$ cat src/rtl/ctrl_unit4_pkg.sv
// ctrl_unit4 shared types: opcodes, ALU selects, FSM states and
// instruction field layout {op, rd, rs, imm}.
package ctrl_unit4_pkg;

  localparam int OP_W   = 4;
  localparam int REG_W  = 2;
  localparam int IMM_W  = 4;
  localparam int PC_W   = 4;
  localparam int ALU_W  = 3;
  localparam int IW     = OP_W + 2 * REG_W + IMM_W;

  localparam int IMM_LSB = 0;
  localparam int RS_LSB  = IMM_LSB + IMM_W;
  localparam int RD_LSB  = RS_LSB + REG_W;
  localparam int OP_LSB  = RD_LSB + REG_W;

  typedef enum logic [OP_W-1:0] {
    OP_ADD  = 4'h0,
    OP_SUB  = 4'h1,
    OP_AND  = 4'h2,
    OP_OR   = 4'h3,
    OP_XOR  = 4'h4,
    OP_SHL  = 4'h5,
    OP_PASS = 4'h6,
    OP_LDI  = 4'h7,
    OP_JMP  = 4'h8,
    OP_JZ   = 4'h9,
    OP_NOP  = 4'hA,
    OP_HALT = 4'hF
  } opcode_e;

  typedef enum logic [ALU_W-1:0] {
    ALU_ADD  = 3'b000,
    ALU_SUB  = 3'b001,
    ALU_AND  = 3'b010,
    ALU_OR   = 3'b011,
    ALU_XOR  = 3'b100,
    ALU_SHL  = 3'b101,
    ALU_PASS = 3'b110
  } alu_op_e;

  typedef enum logic [2:0] {
    S_IDLE,
    S_FETCH,
    S_DECODE,
    S_EXECUTE,
    S_WRITEBACK,
    S_HALT
  } state_e;

endpackage

$ cat src/rtl/ctrl_unit4_decode.sv
// Combinational opcode classifier. JMP/JZ are only recognised when
// CTRL_UNIT4_BRANCH_EN is defined; otherwise they decode as illegal.
module ctrl_unit4_decode
  import ctrl_unit4_pkg::*;
(
  input  logic [OP_W-1:0]  op_i,
  output logic [ALU_W-1:0] alu_op_o,
  output logic             is_alu_o,
  output logic             is_ldi_o,
  output logic             is_jmp_o,
  output logic             is_jz_o,
  output logic             is_halt_o,
  output logic             is_illegal_o
);

  always_comb begin
    alu_op_o     = ALU_ADD;
    is_alu_o     = 1'b0;
    is_ldi_o     = 1'b0;
    is_jmp_o     = 1'b0;
    is_jz_o      = 1'b0;
    is_halt_o    = 1'b0;
    is_illegal_o = 1'b0;
    unique case (op_i)
      OP_ADD, OP_SUB, OP_AND, OP_OR,
      OP_XOR, OP_SHL, OP_PASS: begin
        is_alu_o = 1'b1;
        alu_op_o = op_i[ALU_W-1:0];
      end
      OP_LDI:  is_ldi_o  = 1'b1;
      OP_NOP:  ;
      OP_HALT: is_halt_o = 1'b1;
`ifdef CTRL_UNIT4_BRANCH_EN
      OP_JMP:  is_jmp_o  = 1'b1;
      OP_JZ:   is_jz_o   = 1'b1;
`endif
      default: is_illegal_o = 1'b1;
    endcase
  end

endmodule

$ cat src/rtl/ctrl_unit4.sv
// Multi-cycle fetch/decode/execute/writeback controller for a 4-bit
// datapath. Define CTRL_UNIT4_BRANCH_EN to enable JMP/JZ.
module ctrl_unit4
  import ctrl_unit4_pkg::*;
(
  input  logic             clk,
  input  logic             rst_n,
  input  logic             start,
  output logic             imem_req,
  output logic [PC_W-1:0]  imem_addr,
  input  logic             imem_ack,
  input  logic [IW-1:0]    imem_data,
  output logic [ALU_W-1:0] alu_op,
  input  logic [3:0]       alu_result,
  output logic [REG_W-1:0] rf_ra,
  output logic [REG_W-1:0] rf_rb,
  output logic [REG_W-1:0] rf_wa,
  output logic             rf_we,
  output logic             rf_wsel,
  output logic [IMM_W-1:0] imm,
  output logic             zero,
  output logic             halted,
  output logic             illegal
);

  state_e state_q, state_d;

  logic [PC_W-1:0]  pc_q, pc_d;
  logic [IW-1:0]    ir_q, ir_d;
  logic             zero_q, zero_d;
  logic [REG_W-1:0] ra_q, ra_d;
  logic [REG_W-1:0] rb_q, rb_d;
  logic [IMM_W-1:0] imm_q, imm_d;

  logic [ALU_W-1:0] dec_alu_op;
  logic dec_alu, dec_ldi, dec_jmp;
  logic dec_jz, dec_halt, dec_ill;
  logic br_taken;

  ctrl_unit4_decode u_dec (
    .op_i         (ir_q[OP_LSB +: OP_W]),
    .alu_op_o     (dec_alu_op),
    .is_alu_o     (dec_alu),
    .is_ldi_o     (dec_ldi),
    .is_jmp_o     (dec_jmp),
    .is_jz_o      (dec_jz),
    .is_halt_o    (dec_halt),
    .is_illegal_o (dec_ill)
  );

  assign br_taken = dec_jmp | (dec_jz & zero_q);

  always_comb begin
    state_d  = state_q;
    pc_d     = pc_q;
    ir_d     = ir_q;
    zero_d   = zero_q;
    ra_d     = ra_q;
    rb_d     = rb_q;
    imm_d    = imm_q;
    imem_req = 1'b0;
    alu_op   = ALU_ADD;
    rf_we    = 1'b0;
    rf_wsel  = 1'b0;
    illegal  = 1'b0;
    unique case (state_q)
      S_IDLE, S_HALT: begin
        if (start) begin
          state_d = S_FETCH;
          pc_d    = '0;
          zero_d  = 1'b0;
        end
      end
      S_FETCH: begin
        imem_req = 1'b1;
        if (imem_ack) begin
          ir_d    = imem_data;
          state_d = S_DECODE;
        end
      end
      S_DECODE: begin
        ra_d    = ir_q[RD_LSB +: REG_W];
        rb_d    = ir_q[RS_LSB +: REG_W];
        imm_d   = ir_q[IMM_LSB +: IMM_W];
        state_d = S_EXECUTE;
      end
      S_EXECUTE: begin
        alu_op  = dec_alu_op;
        state_d = dec_halt ? S_HALT
                           : S_WRITEBACK;
      end
      S_WRITEBACK: begin
        // keep the select stable so the
        // ALU result is valid for the flag
        alu_op  = dec_alu_op;
        rf_we   = dec_alu | dec_ldi;
        rf_wsel = dec_ldi;
        illegal = dec_ill;
        if (dec_alu)
          zero_d = (alu_result == 4'd0);
        pc_d    = br_taken ? imm_q
                           : pc_q + 1'b1;
        state_d = S_FETCH;
      end
      default: state_d = S_IDLE;
    endcase
  end

  always_ff @(posedge clk or negedge rst_n) begin
    if (!rst_n) begin
      state_q <= S_IDLE;
      pc_q    <= '0;
      ir_q    <= '0;
      zero_q  <= 1'b0;
      ra_q    <= '0;
      rb_q    <= '0;
      imm_q   <= '0;
    end else begin
      state_q <= state_d;
      pc_q    <= pc_d;
      ir_q    <= ir_d;
      zero_q  <= zero_d;
      ra_q    <= ra_d;
      rb_q    <= rb_d;
      imm_q   <= imm_d;
    end
  end

  assign imem_addr = pc_q;
  assign rf_ra     = ra_q;
  assign rf_rb     = rb_q;
  assign rf_wa     = ra_q;
  assign imm       = imm_q;
  assign zero      = zero_q;
  assign halted    = (state_q == S_HALT);

endmodule

$ cat config.mk
export PLATFORM = sky130hd
export DESIGN_NAME = ctrl_unit4
export DESIGN_NICKNAME = d
export VERILOG_FILES = /design/src/rtl/ctrl_unit4_pkg.sv /design/src/rtl/ctrl_unit4_decode.sv /design/src/rtl/ctrl_unit4.sv
export SDC_FILE = /design/constraint.sdc
export NUM_CORES = 1
export LEC_CHECK = 0
export ABC_AREA = 1
export BUFFER_PORTS_ARGS = -buffer_cell sky130_fd_sc_hd__buf_2
export CORE_ASPECT_RATIO = 1.5
export CORE_MARGIN = 5
export CORE_UTILIZATION = 35
export CTS_CLUSTER_DIAMETER = 200
export DETAILED_ROUTE_END_ITERATION = 12
export PLACE_DENSITY = 0.69
export SKIP_LAST_GASP = 1
export SYNTH_ARGS = -nofsm -noshare
export SYNTH_HDL_FRONTEND = slang
export SYNTH_SLANG_ARGS = --single-unit
$ cat constraint.sdc
create_clock -name clk -period 1.5 [get_ports clk]
set_input_delay 0.45 -clock clk [delete_from_list [all_inputs] [get_ports clk]]
set_output_delay 0.45 -clock clk [all_outputs]
set_load 0.005 [all_outputs]
==> summary.txt <==
Status
  • Outcome: complete, but fails checks
  • Failing checks: negative setup slack

Clock tree
  • CTS Buffer Depth: 2
  • Clock sink count: 28
  • CTS tree: built
  • Clk_lat worst skew: 0.27 ns
  • Clock Root Buffer: clkbuf_8
  • Clk slew on worst S/H paths: 0.10 ns
  • H-tree depth: 1
  • Total CTS buffers: 3

Placed design
  • Final GP Congestion: 0.8452
  • Post-DP HPWL: 2324 um
  • Port buffer count: 42

Synthesis
  • Post-Syn Area: 1368 um2
  • Synth cell types: 18
  • Primary FF master, synth: dfrtp_1
  • Number of flops mapped to enable cells by yosys: 0
  • Simple-Gate Fraction of Synth Area: 0.3239
  • Synth Instances: 176
  • Seq/Total Area, Yosys: 0.5124
  • Biggest area consumer among synthesized cells: dfrtp_1
  • Most common cell in the netlist: nand2_1
  • Adder-cell share of the synthesized area: 0.009149
  • Synth Area in XOR/XNOR: 0.006404
  • Largest family of logic cells by synthesized area: simple AND/OR/NAND/NOR gates
  • Yosys top cell area share: 0.5124
  • Mux share of post-synthesis cell area: 0
  • Commonest cells in the netlist: 62 x nand2_1, 28 x dfrtp_1, 20 x nand3_1
  • Ys Warns: 0
  • Register bit total from synthesis: 28
  • Async SR Flop Fraction: 1.000
  • Area contributors post-synth: dfrtp_1 51%, nand2_1 17%, nand3_1 7.3%
  • Syn_area_per_cell: 7.770 um2
  • Mapped Nets: 197
  • Compound-gate portion of the synthesized area: 0.05489

Pwr
  • PD cells: 1851 nW/um2
  • Combinational Power Share: 0.447
  • IR drop worst, VDD: 0.8596 mV
  • Switching power of the nets: 1.281 mW
  • Sw frac: 0.3833
  • P_leak: 1.011 nW
  • Int Pwr: 2.061 mW
  • Part of the power in registers: 0.379
  • Clock power share: 0.174

Global routing
  • Gr usage total: 0.1253
  • Initial antenna violation count: 0
  • Vias in the first global route: 1224
  • First-pass GRT wire length: 5181 um
  • Grt ovf: 0
  • Pin count of the biggest net entering global routing: 29

Final layout
  • Nets: 252
  • Final Util: 0.4859
  • Diodes inserted: 0
  • Share of cells above drive strength 1: 0.3217
  • P&R area growth vs syn: 32.02%

Floorplan
  • Die height: 86.56 um
  • Core Footprint: 3716 um2
  • DIE AREA: 5283 um2
  • Die width: 61.04 um
  • Cell row count: 27
  • I/O pin cnt: 43
  • Initial Util: 0.3680

Timing
  • Final setup fails: 8
  • Setup WS post-layout: -0.2194 ns
  • Setup_tns: -1.394 ns
  • Count of pins over their slew limit: 0
  • Period utilisation layout: 1.146
  • Post-layout min period: 1.719 ns
  • Worst Skew: 0.007646 ns
  • Max transition margin: 0.7564
  • Worst-Margin Slew: 0.3655 ns
  • Hold Fails Final Rpt: 0
  • RSZ-0062 raised after global routing: true
  • Max Freq: 581.6 MHz

Critical path
  • WP data required: 1.05 ns
  • CP max FO: 4
  • Worst EP arrival: 1.27 ns
  • Critical path type: register to output pin
  • Crit. End Element: output pin
  • R2R Setup Slk: 0.10 ns
  • Crit start category: register

Drt
  • Vias per cell: 4.582
  • DR pass1 iterations: 4
  • Vias: 1251
  • # DRC: 0
  • WL final: 3065 um
  • DR iter-0 viols: 28
  • Final ANT Viol Nets: 0
  • WL per Instance: 11.23 um

Run
  • Max cap viols: 0

Min path
  • Worst min path class: input port to async pin
## logic make-up after synthesis
| group | after synthesis |
|---|---|
| AO/OA/AOI/OAI | 15 |
| buffers and inverters | 27 |
| AND/OR/NAND/NOR | 104 |
| flip-flops | 28 |
| XOR/XNOR | 1 |
| adder cells (fa/ha/maj) | 1 |
## routing by layer
metal | global-route usage | wire [um] | vias to the layer above
met3 | 0.005961 | 109 | 4
met1 | 0.1461 | 1259 | 571
li1 | - | - | 654
met2 | 0.2245 | 1645 | 22
met4 | 0.05917 | 50 | 0
met5 | 0 | 0 | -
## sequential cells by signal, summed over array words and instances (netlist names)
| name | cells |
|---|---|
| ir_q | 12 |
| imem_addr | 4 |
| imm | 4 |
| state_q | 3 |
| rf_ra | 2 |
| rf_rb | 2 |
| zero | 1 |
## stage by stage
step	setup WS [ns]	cell area [um2]	instances	power, mW	hold WS [ns]
after floorplan	0.07289	1368	176	2.106	0.1544
after global placement	0.07538	1658	265	2.535	0.4551
after detailed placement	0.04576	1658	265	2.562	0.4589
after CTS	-0.2233	1788	273	3.328	0.1657
after global routing	-0.3490	1805	273	3.630	0.1814
final	-0.2194	1805	273	3.342	0.1645
## critical path, cell delays in order, from the launching register on
cell and delay [ns]:
dfrtp_1 0.40, nand2_1 0.09, nor2_2 0.12, inv_1 0.06, nand2_1 0.07, inv_2 0.05
nor3_2 0.08, buf_2 0.13
## timing repair
item | CTS | global route
pin swaps | 2 | 4
setup endpoints to repair | 8 | 9
hold buffers | 0 | 0
resized for setup | 10 | 4
gates cloned | 0 | 0
endpoints found under the hold margin | 0 | 0
buffers inserted | 4 | 0
## cell usage in the layout, fill, tap and decap left out, types with 3 or more instances in the layout
master | Yosys | final
a21oi_1 | 3 | 3
buf_2 | 0 | 41
buf_4 | 3 | 13
clkbuf_8 | 0 | 3
dfrtp_1 | 28 | 27
inv_1 | 19 | 16
inv_2 | 2 | 3
nand2_1 | 62 | 62
nand3_1 | 20 | 19
nor2_1 | 15 | 13
o21ai_0 | 12 | 12
## layout make-up
type	count	area (um2)
fill	383	1911
tap	43	53.80
sequential	28	701.9
clock inverter	1	30.03
clock buffer	3	41.29
timing repair buffer	56	325.3
multi-input combinational	121	569.3
inverter	21	83.83
## final timing paths
path | depth (start not counted) | start | endpoint
worst max-delay path | 7 | state_q[0]$_DFFE_PN0P_ | alu_op[0]
min in group clk | 3 | imem_data[5] | ir_q[5]$_DFFE_PN0P_
worst min-delay path | 2 | rst_n | ir_q[5]$_DFFE_PN0P_
max in group asynchronous | 2 | rst_n | state_q[2]$_DFFE_PN0P_
worst min register to register | 2 | ir_q[3]$_DFFE_PN0P_ | ir_q[3]$_DFFE_PN0P_
worst max register to register | 8 | state_q[2]$_DFFE_PN0P_ | ir_q[1]$_DFFE_PN0P_
## power by group through the flow
stage	clock network, mW	logic (mW)	registers (mW)
2_1_floorplan	0	0.836	1.27
4_1_cts	0.599	1.47	1.26
6_report	0.582	1.49	1.27
5_1_grt	0.630	1.68	1.32
3_5_place_dp	0	1.29	1.27
3_3_place_gp	0	1.26	1.27
Note: power is estimated with default switching activity, not from simulation.
